`config.mk`:
```
export PLATFORM = sky130hd
export DESIGN_NAME = rtc_calendar_core
export DESIGN_NICKNAME = d
export VERILOG_FILES = /design/src/rtl/rtc_calendar_core.sv
export SDC_FILE = /design/constraint.sdc
export NUM_CORES = 1
export LEC_CHECK = 0
export CAP_MARGIN = 20
export CORE_MARGIN = 3
export CORE_UTILIZATION = 33
export CTS_CLUSTER_DIAMETER = 80
export DETAILED_ROUTE_END_ITERATION = 12
export GPL_ROUTABILITY_DRIVEN = 0
export PLACE_DENSITY = 0.57
export SYNTH_ARGS = -nofsm -noshare
export SYNTH_HDL_FRONTEND = slang
export SYNTH_SLANG_ARGS = --single-unit
```
`constraint.sdc`:
```
create_clock -name clk -period 13.45 [get_ports clk]
set_input_delay 2.0175 -clock clk [delete_from_list [all_inputs] [get_ports clk]]
set_output_delay 2.0175 -clock clk [all_outputs]
set_load 0.02 [all_outputs]
```
`src/rtl/rtc_calendar_core.sv`:
```
// rtc_calendar_core
//   Real-time clock/calendar core. A prescaler divides clk down to a
//   one-second tick that advances a binary hh:mm:ss dd/mm/yyyy register set
//   with Gregorian leap-year handling. A RUN/SET state machine lets three
//   debounced push-buttons edit any field while the clock is frozen.
//
// Ports
//   clk        in   system clock
//   rst_n      in   asynchronous active-low reset
//   set_mode   in   level: 1 = SET (edit), 0 = RUN
//   btn_inc    in   debounced level, increments selected field on rising edge
//   btn_dec    in   debounced level, decrements selected field on rising edge
//   btn_next   in   debounced level, advances field selection on rising edge
//   sec        out  seconds 0..59
//   min        out  minutes 0..59
//   hour       out  hours 0..23
//   day        out  day of month 1..days_in_month
//   month      out  month 1..12
//   year       out  year 0..9999
//   field_sel  out  edited field: 0 hour, 1 min, 2 sec, 3 day, 4 month, 5 year
//   editing    out  high while in SET
//   tick       out  one-cycle pulse in the cycle a RUN-mode second update shows

module rtc_calendar_core #(
    parameter int CLK_DIV     = 50_000_000,
    parameter int RESET_YEAR  = 2024,
    parameter int RESET_MONTH = 1,
    parameter int RESET_DAY   = 1
) (
    input  logic        clk,
    input  logic        rst_n,
    input  logic        set_mode,
    input  logic        btn_inc,
    input  logic        btn_dec,
    input  logic        btn_next,
    output logic [5:0]  sec,
    output logic [5:0]  min,
    output logic [4:0]  hour,
    output logic [4:0]  day,
    output logic [3:0]  month,
    output logic [13:0] year,
    output logic [2:0]  field_sel,
    output logic        editing,
    output logic        tick
);

    localparam int              PS_W   = (CLK_DIV > 2) ? $clog2(CLK_DIV) : 1;
    localparam logic [PS_W-1:0] PS_MAX = PS_W'(CLK_DIV - 1);

    typedef enum logic {
        ST_RUN = 1'b0,
        ST_SET = 1'b1
    } state_t;

    state_t r_state;
    state_t w_state_nxt;

    logic [PS_W-1:0] r_ps;
    logic [5:0]      r_sec;
    logic [5:0]      r_min;
    logic [4:0]      r_hour;
    logic [4:0]      r_day;
    logic [3:0]      r_month;
    logic [13:0]     r_year;
    logic [2:0]      r_fsel;
    logic            r_edit;
    logic            r_tick;
    logic            r_inc_h;
    logic            r_dec_h;
    logic            r_next_h;

    logic [PS_W-1:0] w_ps_nxt;
    logic [5:0]      w_sec_nxt;
    logic [5:0]      w_min_nxt;
    logic [4:0]      w_hour_nxt;
    logic [4:0]      w_day_nxt;
    logic [3:0]      w_month_nxt;
    logic [13:0]     w_year_nxt;
    logic [2:0]      w_fsel_nxt;
    logic            w_edit_nxt;
    logic            w_tick_nxt;

    logic            w_inc_edge;
    logic            w_dec_edge;
    logic            w_next_edge;
    logic            w_up;
    logic [4:0]      w_dim_cur;
    logic [3:0]      w_month_step;
    logic [13:0]     w_year_step;

    // Gregorian leap rule; year 0 is divisible by 400 and therefore leap.
    function automatic logic is_leap(input logic [13:0] y);
        return (((y % 14'd4) == 14'd0) && ((y % 14'd100) != 14'd0)) ||
               ((y % 14'd400) == 14'd0);
    endfunction

    function automatic logic [4:0] days_in_month(input logic [3:0] m,
                                                 input logic [13:0] y);
        logic [4:0] d;
        case (m)
            4'd4, 4'd6, 4'd9, 4'd11: d = 5'd30;
            4'd2:                    d = is_leap(y) ? 5'd29 : 5'd28;
            default:                 d = 5'd31;
        endcase
        return d;
    endfunction

    // Step within [lo, hi] and wrap by equality against the limits, so the
    // register width never decides where a field wraps.
    function automatic logic [13:0] step_wrap(input logic [13:0] v,
                                              input logic [13:0] lo,
                                              input logic [13:0] hi,
                                              input logic        up);
        logic [13:0] r;
        if (up) r = (v == hi) ? lo : v + 14'd1;
        else    r = (v == lo) ? hi : v - 14'd1;
        return r;
    endfunction

    function automatic logic [4:0] clamp_day(input logic [4:0] d,
                                             input logic [4:0] lim);
        return (d > lim) ? lim : d;
    endfunction

    assign w_inc_edge  = btn_inc  & ~r_inc_h;
    assign w_dec_edge  = btn_dec  & ~r_dec_h;
    assign w_next_edge = btn_next & ~r_next_h;
    assign w_up        = w_inc_edge;

    assign w_dim_cur    = days_in_month(r_month, r_year);
    assign w_month_step = 4'(step_wrap({10'd0, r_month}, 14'd1, 14'd12, w_up));
    assign w_year_step  = step_wrap(r_year, 14'd0, 14'd9999, w_up);

    // State register
    always_ff @(posedge clk or negedge rst_n) begin
        if (!rst_n) r_state <= ST_RUN;
        else        r_state <= w_state_nxt;
    end

    // Next-state logic
    always_comb begin
        w_state_nxt = r_state;
        if (r_state == ST_RUN) begin
            if (set_mode) w_state_nxt = ST_SET;
        end else begin
            if (!set_mode) w_state_nxt = ST_RUN;
        end
    end

    // Datapath next values: tick carry chain in RUN, button edits in SET
    always_comb begin
        w_ps_nxt    = r_ps;
        w_sec_nxt   = r_sec;
        w_min_nxt   = r_min;
        w_hour_nxt  = r_hour;
        w_day_nxt   = r_day;
        w_month_nxt = r_month;
        w_year_nxt  = r_year;
        w_fsel_nxt  = r_fsel;
        w_edit_nxt  = r_edit;
        w_tick_nxt  = 1'b0;

        if (r_state == ST_RUN) begin
            if (set_mode) begin
                w_ps_nxt   = '0;
                w_fsel_nxt = 3'd0;
                w_edit_nxt = 1'b1;
            end else if (r_ps == PS_MAX) begin
                w_ps_nxt   = '0;
                w_tick_nxt = 1'b1;
                // Whole carry chain resolves in this one edge.
                if (r_sec == 6'd59) begin
                    w_sec_nxt = 6'd0;
                    if (r_min == 6'd59) begin
                        w_min_nxt = 6'd0;
                        if (r_hour == 5'd23) begin
                            w_hour_nxt = 5'd0;
                            if (r_day == w_dim_cur) begin
                                w_day_nxt = 5'd1;
                                if (r_month == 4'd12) begin
                                    w_month_nxt = 4'd1;
                                    w_year_nxt  = (r_year == 14'd9999) ? 14'd0
                                                                       : r_year + 14'd1;
                                end else begin
                                    w_month_nxt = r_month + 4'd1;
                                end
                            end else begin
                                w_day_nxt = r_day + 5'd1;
                            end
                        end else begin
                            w_hour_nxt = r_hour + 5'd1;
                        end
                    end else begin
                        w_min_nxt = r_min + 6'd1;
                    end
                end else begin
                    w_sec_nxt = r_sec + 6'd1;
                end
            end else begin
                w_ps_nxt = r_ps + PS_W'(1);
            end
        end else begin
            if (!set_mode) begin
                w_ps_nxt   = '0;
                w_edit_nxt = 1'b0;
            end else begin
                if (w_next_edge)
                    w_fsel_nxt = (r_fsel >= 3'd5) ? 3'd0 : r_fsel + 3'd1;

                // Simultaneous inc and dec cancel; the edit uses the old field_sel.
                if (w_inc_edge ^ w_dec_edge) begin
                    case (r_fsel)
                        3'd0: w_hour_nxt = 5'(step_wrap({9'd0, r_hour}, 14'd0, 14'd23, w_up));
                        3'd1: w_min_nxt  = 6'(step_wrap({8'd0, r_min},  14'd0, 14'd59, w_up));
                        3'd2: w_sec_nxt  = 6'(step_wrap({8'd0, r_sec},  14'd0, 14'd59, w_up));
                        3'd3: w_day_nxt  = 5'(step_wrap({9'd0, r_day},  14'd1,
                                                        {9'd0, w_dim_cur}, w_up));
                        3'd4: begin
                            w_month_nxt = w_month_step;
                            w_day_nxt   = clamp_day(r_day, days_in_month(w_month_step, r_year));
                        end
                        3'd5: begin
                            w_year_nxt = w_year_step;
                            w_day_nxt  = clamp_day(r_day, days_in_month(r_month, w_year_step));
                        end
                        default: ;
                    endcase
                end
            end
        end
    end

    // Registered datapath and button history
    always_ff @(posedge clk or negedge rst_n) begin
        if (!rst_n) begin
            r_ps     <= '0;
            r_sec    <= 6'd0;
            r_min    <= 6'd0;
            r_hour   <= 5'd0;
            r_day    <= 5'(RESET_DAY);
            r_month  <= 4'(RESET_MONTH);
            r_year   <= 14'(RESET_YEAR);
            r_fsel   <= 3'd0;
            r_edit   <= 1'b0;
            r_tick   <= 1'b0;
            r_inc_h  <= 1'b0;
            r_dec_h  <= 1'b0;
            r_next_h <= 1'b0;
        end else begin
            r_ps     <= w_ps_nxt;
            r_sec    <= w_sec_nxt;
            r_min    <= w_min_nxt;
            r_hour   <= w_hour_nxt;
            r_day    <= w_day_nxt;
            r_month  <= w_month_nxt;
            r_year   <= w_year_nxt;
            r_fsel   <= w_fsel_nxt;
            r_edit   <= w_edit_nxt;
            r_tick   <= w_tick_nxt;
            r_inc_h  <= btn_inc;
            r_dec_h  <= btn_dec;
            r_next_h <= btn_next;
        end
    end

    assign sec       = r_sec;
    assign min       = r_min;
    assign hour      = r_hour;
    assign day       = r_day;
    assign month     = r_month;
    assign year      = r_year;
    assign field_sel = r_fsel;
    assign editing   = r_edit;
    assign tick      = r_tick;

endmodule

```
==> flow_summary.yaml <==
clocking:
  cts_made_buffers: 9
  clock_tree.root_cell: "clkbuf_16"
  tritoncts_num_sinks: 75
  postCtsResizedCells: 0
  cts.hold.buffers_added: 0
  cts.clk_slew.worst_paths_ns: 0.06
  clk-insertion-delay-late_ns: 0.35
  clock_tree.htree_level_count: 3
  clock_tree.buffer_depth: 2
  cts_tree: "built"
  cts_setup_buffers: 0
synth:
  syn_avg_cell_area_um2: 7.18
  synthesis.instances: 1297
  share_of_the_synthesized_area_in_the_top_cell_type: 0.177
  ys_top_cells_by_area: "dfrtp_1 18%, o21ai_0 7.5%, nand2_1 5.4%"
  synth.largest_area_cell: "dfrtp_1"
  yosysWarningCount: 0
  yosys_register_bits: 75
  mappedNetlistNets: 1333
  synth-async-reset-ratio: 1.00
  synth_edf_count: 0
  yosys-top-cells-count: "140 x o21ai_0, 134 x nand2_1, 108 x nor2_1"
  ys_seq_area_frac: 0.203
  synthFlopType: "dfrtp_1"
  synth.most_common_cell: "o21ai_0"
  post_synth_num_cell_types: 112
  netlist_area_um2: 9320
critical_path:
  worst-endpoint-arrival_ns: 10.94
  worst-endpoint-required_ns: 13.72
  largest_stage_delay_worst_path_ns: 0.60
  critical_path.slowest_cell: "o21ai_0"
  critPathLaunchType: "input pin"
  cpMostUsedCell: "o21ai_0"
  worstPathMaxFanout: 28
  cp-end-kind: "flop"
  setup.worst_path.class: "input pin to flop"
floorplanning:
  initial_core_util: 0.341
  floorplan.die.height_um: 174
  floorplan_core_area_um2: 27300
  rows: 60
  floorplan.die_area_um2: 30300
  dieWidth_um: 174
  io-pin-count: 51
status:
  status: "finished clean"
power:
  p_sw_mw: 0.843
  power.share.switching: 0.500
  share_seq_of_total_power: 0.231
  comb_power_share: 0.622
  irDropWorstVdd_uv: 69.7
  p_total_mw: 1.68
  power_report.internal_total_mw: 0.841
  power-per-cell-area_nw_per_um2: 164
  power.clock.fraction: 0.146
  p_leak_nw: 3.79
sta:
  skew_ns: 0.0129
  finalSetupViolCount: 0
  period_minus_slack_ns: 10.67
  fin_tns_setup_ns: 0
  fmax_ghz: 0.0937
  final.period_utilization: 0.793
  final_hold_violating_endpoints: 0
  timing.max_slew.rel_slack: 0.224
  grt_setup_unrepaired: "false"
  final_max_slew_viols: 0
  timing_worst_slew_pin_value_ns: 1.16
route:
  remaining_drc_errors: 0
  detail_route.iter0.violations: 995
  drt-pass1-iter-count: 5
  antenna_left: 0
  detail_route.wirelength_um: 28800
  route.detailed.wl_per_inst_um: 17.4
  detailroute.via_count: 10200
  detailed_route_vias_per_instance: 6.13
placement:
  place.port_buffers: 50
  dp_hpwl_um: 20500
  placed_area_um2: 9960
global_routing:
  grt_pass1_vias: 9326
  globalRouteOverflowTotal: 0
  grt_use_total: 0.184
  grt_antenna_before_repair: 0
  grt_pass1_wl_um: 47900
  grt_start_max_net_pins: 62
finish:
  number_of_inserted_diodes: 0
  area_delta_synth_final_pct: 10.2
  design_area_um2: 10300
  num-nets-final: 1316
  post_route_cells_drive_above_1_share: 0.0771
  fillers: 2871
hold_path:
  kind_of_path_behind_the_tightest_hold_check: "flop to flop"
job:
  max-cap-violations: 0
## area by class of cell
class,instances,area (um2),area share
Inverter,34,128,0.0124
Multi-Input combinational cell,1097,6900,0.672
Tap cell,372,465,0.0453
Clock inverter,6,65.1,0.00634
Timing Repair Buffer,63,593,0.0578
Sequential cell,75,1890,0.184
Clock buffer,9,225,0.0219
## worst max-delay path: cells and delay by family
kind                       cells  cell delay [ns]
adders and majority gates      1             0.27
AOI/OAI and AO/OA             17             4.84
muxes                          1             0.14
and+or+nand+nor               12             3.14
buffers and inverters          1             0.50
## power by group through the flow
| stage | clock network (mW) | logic, mW | registers (mW) |
|---|---|---|---|
| after CTS | 0.253 | 1.04 | 0.388 |
| after global routing | 0.263 | 1.16 | 0.404 |
| after global placement | 0 | 1.03 | 0.391 |
| final | 0.247 | 1.05 | 0.389 |
| after detailed placement | 0 | 1.03 | 0.391 |
| after floorplan | 0 | 0.778 | 0.372 |
## worst paths after layout
| path | start | endpoint | slack (ns) | cells past startpoint |
|---|---|---|---|---|
| max | btn_inc | day[0] | 2.78 | 32 |
| min | r_ps[25] | r_ps[25] | 0.48 | 1 |
| max reg2reg | year[0] | day[0] | 3.70 | 34 |
| min reg2reg | r_ps[25] | r_ps[25] | 0.48 | 1 |
| max in group asynchronous | rst_n | sec[4] | 10.83 | 2 |
| min in group asynchronous | rst_n | r_ps[3] | 1.52 | 1 |
## flip-flops by register name, summed over array words and instances (netlist names), 3 cells and up
name / flops
field_sel: 3
day: 5
hour: 5
month: 4
year: 14
r_ps: 26
sec: 6
min: 6
## stage by stage
step	utilization	cells	hold WS, ns	worst slack [ns]
after floorplan	-	1297	0.443	4.52
after global placement	0.365	1639	0.473	2.02
after detailed placement	0.365	1639	0.468	1.73
after CTS	0.375	1654	0.481	2.09
after global routing	0.376	1656	0.516	2.01
final	0.376	1656	0.482	2.78
## placed cells by master (no fill, tap or decap), types with 9 or more instances in the layout
| master | instances |
|---|---|
| a31oi_1 | 24 |
| a21o_1 | 9 |
| clkbuf_16 | 9 |
| nand4_1 | 24 |
| o21a_1 | 9 |
| a211oi_1 | 16 |
| nor2_1 | 107 |
| o31ai_1 | 25 |
| nor3_1 | 40 |
| clkdlybuf4s50_1 | 49 |
| and3_1 | 35 |
| inv_1 | 34 |
| dfrtp_1 | 66 |
| ha_1 | 30 |
| buf_4 | 12 |
| xnor2_1 | 22 |
| o221ai_1 | 12 |
| nand2_1 | 134 |
| nor2b_1 | 11 |
| o22ai_1 | 27 |
| a22oi_1 | 10 |
| dfstp_2 | 9 |
| and2_1 | 14 |
| nand2b_1 | 9 |
| xor2_1 | 9 |
| nor4_1 | 15 |
| a21oi_1 | 84 |
| o211ai_1 | 9 |
| o21ai_0 | 140 |
| nand3_1 | 56 |
## layer usage
layer | wire length [um] | track usage | vias to the layer above
met5 | 0 | 0 | -
li1 | - | - | 4948
met1 | 13100 | 0.251 | 4788
met2 | 13300 | 0.298 | 374
met4 | 537 | 0.0476 | 0
met3 | 1850 | 0.0369 | 49
## kinds of logic after synthesis
logic type,share of synthesized area
mux,0.0136
simple gates,0.292
buf+inv,0.0580
compound gates,0.362
fa+ha+maj,0.0426
xor+xnor,0.0291
flops,0.203
Power figures use the tool's default switching activity.
